<file path="src/rtl/rd_ctrl_fwft_if.sv">
// Read-side FIFO controller bus: user read handshake, pointer exchange with the
// write side and the dual-port RAM read port.
interface rd_ctrl_fwft_if #(parameter int AWIDTH = 4);
    logic              rd_req_i;
    logic [AWIDTH:0]   wr_pntr_gray_i;
    logic [AWIDTH:0]   rd_pntr_gray_o;
    logic [AWIDTH-1:0] mem_rd_addr_o;
    logic              mem_rd_en_o;
    logic              rd_valid_o;
    logic              rd_empty_o;
    logic              rd_almost_empty_o;
    logic [AWIDTH:0]   rd_usedw_o;
    logic              rd_underflow_o;

    modport slave (
        input  rd_req_i, wr_pntr_gray_i,
        output rd_pntr_gray_o, mem_rd_addr_o, mem_rd_en_o, rd_valid_o,
               rd_empty_o, rd_almost_empty_o, rd_usedw_o, rd_underflow_o
    );

    modport master (
        output rd_req_i, wr_pntr_gray_i,
        input  rd_pntr_gray_o, mem_rd_addr_o, mem_rd_en_o, rd_valid_o,
               rd_empty_o, rd_almost_empty_o, rd_usedw_o, rd_underflow_o
    );
endinterface

</file>
<file path="src/rtl/rd_ctrl_fwft.sv">
// Dual-clock FIFO read controller: built-in write-pointer synchroniser, full-width
// occupancy, almost-empty/underflow flags, normal or show-ahead (FWFT) read mode.
module rd_ctrl_fwft #(
    parameter int AWIDTH      = 4,
    parameter int SYNC_STAGES = 2,
    parameter int SHOWAHEAD   = 0,
    parameter int AEMPTY_LVL  = 2
) (
    input  logic          rd_clk_i,
    input  logic          aclr_i,
    rd_ctrl_fwft_if.slave bus
);
    localparam int PW = AWIDTH + 1;
    typedef logic [PW-1:0] ptr_t;
    typedef enum logic {S_EMPTY, S_VALID} state_t;
    localparam ptr_t AE_LVL = ptr_t'(AEMPTY_LVL);

    function automatic ptr_t bin2gray(input ptr_t b);
        return b ^ (b >> 1);
    endfunction

    function automatic ptr_t gray2bin(input ptr_t g);
        ptr_t b;
        b[PW-1] = g[PW-1];
        for (int i = PW - 2; i >= 0; i--) b[i] = b[i+1] ^ g[i];
        return b;
    endfunction

    logic [SYNC_STAGES-1:0][PW-1:0] sync_q;
    ptr_t   rd_bin, rd_gray, usedw_q;
    state_t state, state_next;
    logic   empty_q, aempty_q, valid_q, under_q;

    ptr_t   wr_gray_s, wr_bin_s, rd_bin_next, mem_cnt_next, usedw_next;
    logic   avail, rd_en, empty_next;

    assign wr_gray_s = sync_q[SYNC_STAGES-1];
    assign wr_bin_s  = gray2bin(wr_gray_s);
    assign avail     = (wr_bin_s != rd_bin);

    always_comb begin
        state_next = state;
        rd_en      = 1'b0;
        if (SHOWAHEAD == 0) begin
            rd_en = bus.rd_req_i & ~empty_q;
        end else begin
            // Presented word is consumed on rd_req_i; refetch in the same cycle so
            // back-to-back acknowledges see no bubble.
            case (state)
                S_EMPTY: if (avail) begin
                    rd_en      = 1'b1;
                    state_next = S_VALID;
                end
                S_VALID: if (bus.rd_req_i) begin
                    if (avail) rd_en = 1'b1;
                    else       state_next = S_EMPTY;
                end
                default: state_next = S_EMPTY;
            endcase
        end
        rd_bin_next  = rd_bin + ptr_t'(rd_en);
        mem_cnt_next = wr_bin_s - rd_bin_next;
        if (SHOWAHEAD == 0) begin
            empty_next = (bin2gray(rd_bin_next) == wr_gray_s);
            usedw_next = mem_cnt_next;
        end else begin
            empty_next = (state_next != S_VALID);
            usedw_next = mem_cnt_next + ptr_t'(state_next == S_VALID);
        end
    end

    always_ff @(posedge rd_clk_i or negedge aclr_i) begin
        if (!aclr_i) begin
            sync_q   <= '0;
            rd_bin   <= '0;
            rd_gray  <= '0;
            state    <= S_EMPTY;
            empty_q  <= 1'b1;
            aempty_q <= 1'b1;
            usedw_q  <= '0;
            valid_q  <= 1'b0;
            under_q  <= 1'b0;
        end else begin
            sync_q   <= {sync_q[SYNC_STAGES-2:0], bus.wr_pntr_gray_i};
            rd_bin   <= rd_bin_next;
            rd_gray  <= bin2gray(rd_bin_next);
            state    <= state_next;
            empty_q  <= empty_next;
            aempty_q <= (usedw_next <= AE_LVL);
            usedw_q  <= usedw_next;
            valid_q  <= rd_en;
            under_q  <= bus.rd_req_i & empty_q;
        end
    end

    assign bus.rd_pntr_gray_o    = rd_gray;
    assign bus.mem_rd_addr_o     = rd_bin[AWIDTH-1:0];
    assign bus.mem_rd_en_o       = rd_en;
    assign bus.rd_valid_o        = (SHOWAHEAD != 0) ? ~empty_q : valid_q;
    assign bus.rd_empty_o        = empty_q;
    assign bus.rd_almost_empty_o = aempty_q;
    assign bus.rd_usedw_o        = usedw_q;
    assign bus.rd_underflow_o    = under_q;
endmodule

</file>
<file path="src/flat_wrapper.sv">
// flat-port wrapper written by rule: the top's interface ports become plain ports
module rd_ctrl_fwft_flat 
#(
    parameter int AWIDTH      = 4,
    parameter int SYNC_STAGES = 2,
    parameter int SHOWAHEAD   = 0,
    parameter int AEMPTY_LVL  = 2
)
  (rd_clk_i, aclr_i, bus_rd_req_i, bus_wr_pntr_gray_i, bus_rd_pntr_gray_o, bus_mem_rd_addr_o, bus_mem_rd_en_o, bus_rd_valid_o, bus_rd_empty_o, bus_rd_almost_empty_o, bus_rd_usedw_o, bus_rd_underflow_o);
  rd_ctrl_fwft_if #(.AWIDTH(AWIDTH)) bus_i ();
  input  logic rd_clk_i;
  input  logic aclr_i;
  input wire logic [$bits(bus_i.rd_req_i)-1:0] bus_rd_req_i;
  input wire logic [$bits(bus_i.wr_pntr_gray_i)-1:0] bus_wr_pntr_gray_i;
  output wire logic [$bits(bus_i.rd_pntr_gray_o)-1:0] bus_rd_pntr_gray_o;
  output wire logic [$bits(bus_i.mem_rd_addr_o)-1:0] bus_mem_rd_addr_o;
  output wire logic [$bits(bus_i.mem_rd_en_o)-1:0] bus_mem_rd_en_o;
  output wire logic [$bits(bus_i.rd_valid_o)-1:0] bus_rd_valid_o;
  output wire logic [$bits(bus_i.rd_empty_o)-1:0] bus_rd_empty_o;
  output wire logic [$bits(bus_i.rd_almost_empty_o)-1:0] bus_rd_almost_empty_o;
  output wire logic [$bits(bus_i.rd_usedw_o)-1:0] bus_rd_usedw_o;
  output wire logic [$bits(bus_i.rd_underflow_o)-1:0] bus_rd_underflow_o;
  assign bus_i.rd_req_i = bus_rd_req_i;
  assign bus_i.wr_pntr_gray_i = bus_wr_pntr_gray_i;
  assign bus_rd_pntr_gray_o = bus_i.rd_pntr_gray_o;
  assign bus_mem_rd_addr_o = bus_i.mem_rd_addr_o;
  assign bus_mem_rd_en_o = bus_i.mem_rd_en_o;
  assign bus_rd_valid_o = bus_i.rd_valid_o;
  assign bus_rd_empty_o = bus_i.rd_empty_o;
  assign bus_rd_almost_empty_o = bus_i.rd_almost_empty_o;
  assign bus_rd_usedw_o = bus_i.rd_usedw_o;
  assign bus_rd_underflow_o = bus_i.rd_underflow_o;
  rd_ctrl_fwft #(.AWIDTH(AWIDTH), .SYNC_STAGES(SYNC_STAGES), .SHOWAHEAD(SHOWAHEAD), .AEMPTY_LVL(AEMPTY_LVL)) u_core (.rd_clk_i(rd_clk_i), .aclr_i(aclr_i), .bus(bus_i));
endmodule
</file>
<file path="config.mk">
export PLATFORM = sky130hd
export DESIGN_NAME = rd_ctrl_fwft_flat
export DESIGN_NICKNAME = d
export VERILOG_FILES = /design/src/rtl/rd_ctrl_fwft_if.sv /design/src/rtl/rd_ctrl_fwft.sv /design/src/flat_wrapper.sv
export SDC_FILE = /design/constraint.sdc
export NUM_CORES = 1
export LEC_CHECK = 0
export BUFFER_PORTS_ARGS = -buffer_cell sky130_fd_sc_hd__buf_2
export CAP_MARGIN = 20
export CORE_ASPECT_RATIO = 1.5
export CORE_MARGIN = 4
export CORE_UTILIZATION = 47
export CTS_BUF_LIST = sky130_fd_sc_hd__clkbuf_2 sky130_fd_sc_hd__clkbuf_4 sky130_fd_sc_hd__clkbuf_8
export DETAILED_ROUTE_END_ITERATION = 8
export PLACE_DENSITY = 0.71
export SYNTH_ARGS = -nofsm -noshare
export SYNTH_HDL_FRONTEND = slang
export SYNTH_SLANG_ARGS = --single-unit
</file>
<file path="constraint.sdc">
create_clock -name rd_clk_i -period 3.7 [get_ports rd_clk_i]
set_input_delay 0.185 -clock rd_clk_i [delete_from_list [all_inputs] [get_ports rd_clk_i]]
set_output_delay 0.185 -clock rd_clk_i [all_outputs]
set_load 0.01 [all_outputs]
</file>
==> flow_metrics.env <==
export IMPL_fin_util_pct=58.16
export IMPL_drtPass1Iterations=2
export IMPL_clk_latency_ns=0.32
export IMPL_fin_crit_ns=2.784
export IMPL_hp_start="bus_rd_req_i"
export IMPL_status="complete, no violations"
export IMPL_cts_made_buffers=3
export IMPL_relSlewSlack_pct=60.22
export IMPL_dieArea_mm2=0.003396
export IMPL_multiInputGateArea_um2=440.4
export IMPL_syn_to_final_growth_pct=19.28
export IMPL_rsz0062_at_grt="false"
export IMPL_fillCellCount=208
export IMPL_synthArstFlopShare_pct=100.0
export IMPL_ioPinCount=27
export IMPL_die_width_um=48.93
export IMPL_max_freq_ghz=0.3592
export IMPL_wl_per_cell_um=13.05
export IMPL_initial_utilization_pct=48.76
export IMPL_synth_most_common_cell="dfrtp_1"
export IMPL_grt_pass1_wl_um=3215
export IMPL_vdd_drop_max_uv=445.9
export IMPL_clock_sinks=28
export IMPL_critPathCaptureType="register"
export IMPL_track_usage_pct=12.43
export IMPL_core_mm2=0.002422
export IMPL_synth_seq_cells=28
export IMPL_setup_tns_ns=0
export IMPL_slew_viol_final=0
export IMPL_ys_seq_area_share_pct=59.53
export IMPL_viasPerCell=4.942
export IMPL_synthCells=82
export IMPL_synth_top_area_share_pct=55.08
export IMPL_skew_ns=0.0005802
export IMPL_post_cts_setup_buffers=0
export IMPL_grt_overflow_total=0
export IMPL_regArea_um2=703.2
export IMPL_post_route_period_util_pct=75.24
export IMPL_min_path_cells=2
export IMPL_worst_r2r_startpoint="u_core.wr_gray_s[4]"
export IMPL_num_rows=22
export IMPL_grt_start_max_net_pins=29
export IMPL_ctsLongestPathBuffers=2
export IMPL_final_hold_violation_count=0
export IMPL_ys_warn_count=0
export IMPL_drive_gt1_share_pct=28.70
export IMPL_gp_congestion=0.7693
export IMPL_antenna_found_initial=0
export IMPL_r2r_end="u_core.bus.rd_almost_empty_o"
export IMPL_ys_types=22
export IMPL_start_kind="register"
export IMPL_die_y_um=69.40
export IMPL_reg2reg_slack_ns=0.92
export IMPL_synth_common_cells="dfrtp_1 (26), xnor2_1 (15), ha_1 (6), inv_1 (6), xor2_1 (6)"
export IMPL_worstSetupPathType="register to register"
export IMPL_drc_errors=0
export IMPL_maxCapViolations=0
export IMPL_synth_cell_area_mm2=0.001181
export IMPL_post_synth_cell_area_avg_um2=14.40
export IMPL_yosysTopAreaCell="dfrtp_1"
export IMPL_cts_root_buf="clkbuf_4"
export IMPL_drt_iter0_markers=6
export IMPL_leakage_nw=0.6910
export IMPL_antenna_left=0
export IMPL_synth_ff_type="dfrtp_1"
export IMPL_synth_edf_count=0
export IMPL_via_count=687
export IMPL_cts_tree="yes"
export IMPL_dp_hpwl_um=1376
export IMPL_reg2reg_depth=9
export IMPL_clk_pin_slew_worst_paths_ns=0.13
export IMPL_port_buffers=26
export IMPL_synthTopCellsByArea="dfrtp_1 (55%), xnor2_1 (11%), ha_1 (6.4%)"
export IMPL_hp_class="input pin to register"
export IMPL_cts_htree_levels=1
export IMPL_routed_wl_um=1814
export IMPL_grt_pass1_vias=725
export IMPL_final_nets=132
export IMPL_worst_slew_pin_slew_ns=0.5966
export IMPL_worstPathMaxFanout=3
export IMPL_num_antenna_cells=0
export IMPL_syn_num_nets=97
export IMPL_p_per_area_mw_per_mm2=917.8
export IMPL_finalSetupViolations=0
export IMPL_arrival_ns=3.01
export IMPL_min_to="u_core.bus.rd_underflow_o"
export IMPL_cp_data_required_time_ns=3.93
critical path: stages, from the launching register on:
cell	delay [ns]
dfrtp_1	0.42
xor3_2	0.49
xor2_1	0.33
xnor2_1	0.17
ha_1	0.16
inv_1	0.06
fa_1	0.39
a31oi_1	0.22
xnor2_1	0.12
a2111oi_2	0.34
worst max path at each step:
stage | start | end | cells past startpoint
after detailed placement | u_core.wr_gray_s[4] | u_core.bus.rd_almost_empty_o | 9
after global routing | u_core.wr_gray_s[4] | u_core.bus.rd_almost_empty_o | 9
final | u_core.wr_gray_s[4] | u_core.bus.rd_almost_empty_o | 9
after CTS | u_core.wr_gray_s[4] | u_core.bus.rd_almost_empty_o | 9
after floorplan | u_core.wr_gray_s[4] | u_core.bus.rd_almost_empty_o | 9
after global placement | u_core.wr_gray_s[4] | u_core.bus.rd_almost_empty_o | 9
where the power goes:
group | switching (mW) | internal, mW
combinational | 0.368 | 0.331
sequential | 0.0599 | 0.417
clock | 0.0790 | 0.0382
through the flow:
step / total power, mW / instance area (µm²) / worst slack, ns / hold slack [ns] / std cells
CTS: 1.321 / 1409 / 0.8899 / 0.07497 / 139
finish: 1.293 / 1409 / 0.9161 / 0.08446 / 139
detailed placement: 1.195 / 1326 / 0.9244 / 0.2245 / 130
global route: 1.410 / 1409 / 0.7286 / 0.08298 / 139
global placement: 1.178 / 1326 / 1.019 / 0.2194 / 130
floorplan: 1.014 / 1181 / 1.095 / -0.1106 / 82
area by class of cell:
cell class | instances | share of cell area, %
Sequential cell | 28 | 49.91
Timing Repair Buffer | 32 | 13.50
Tap cell | 24 | 2.131
Inverter | 6 | 1.599
Multi-Input combinational cell | 46 | 31.26
Clock buffer | 3 | 1.599
layout by cell type, fill, tap and decap left out, types with 3 or more instances in the layout:
cell / instances
inv_1: 6
xor2_1: 6
dfrtp_1: 26
clkbuf_4: 3
xnor2_1: 15
buf_2: 26
ha_1: 6
dlygate4sd3_1: 6
per-layer routing:
layer  up-vias  share of wire, %  GRT usage, %
li1        332                 -             -
met1       330                39         14.04
met5         -                 0             0
met2        21                53         19.62
met3         4               6.4         3.441
met4         0               2.3         8.982
what timing repair did:
| item | in CTS | in global routing |
|---|---|---|
| hold buffers | 6 | 0 |
| endpoints found under the hold margin | 31 | 0 |
| resized for setup | 0 | 0 |
flip-flops by register name, indices dropped and copies added, names as in the netlist:
register	cells
u_core.bus.rd_almost_empty_o	1
u_core.bus.rd_valid_o	1
u_core.rd_bin	5
u_core.wr_gray_s	5
u_core.bus.rd_empty_o	1
u_core.sync_q	5
u_core.bus.rd_underflow_o	1
u_core.bus.rd_usedw_o	5
u_core.bus.rd_pntr_gray_o	4
cells by family after synthesis:
group,after synthesis,synth area share [%]
xor+xnor,23,19.70
compound gates,7,4.661
flops,28,59.53
simple gates,9,4.873
fa+ha+maj,7,8.051
buf+inv,8,3.177
(Power assumes the default switching activity.)
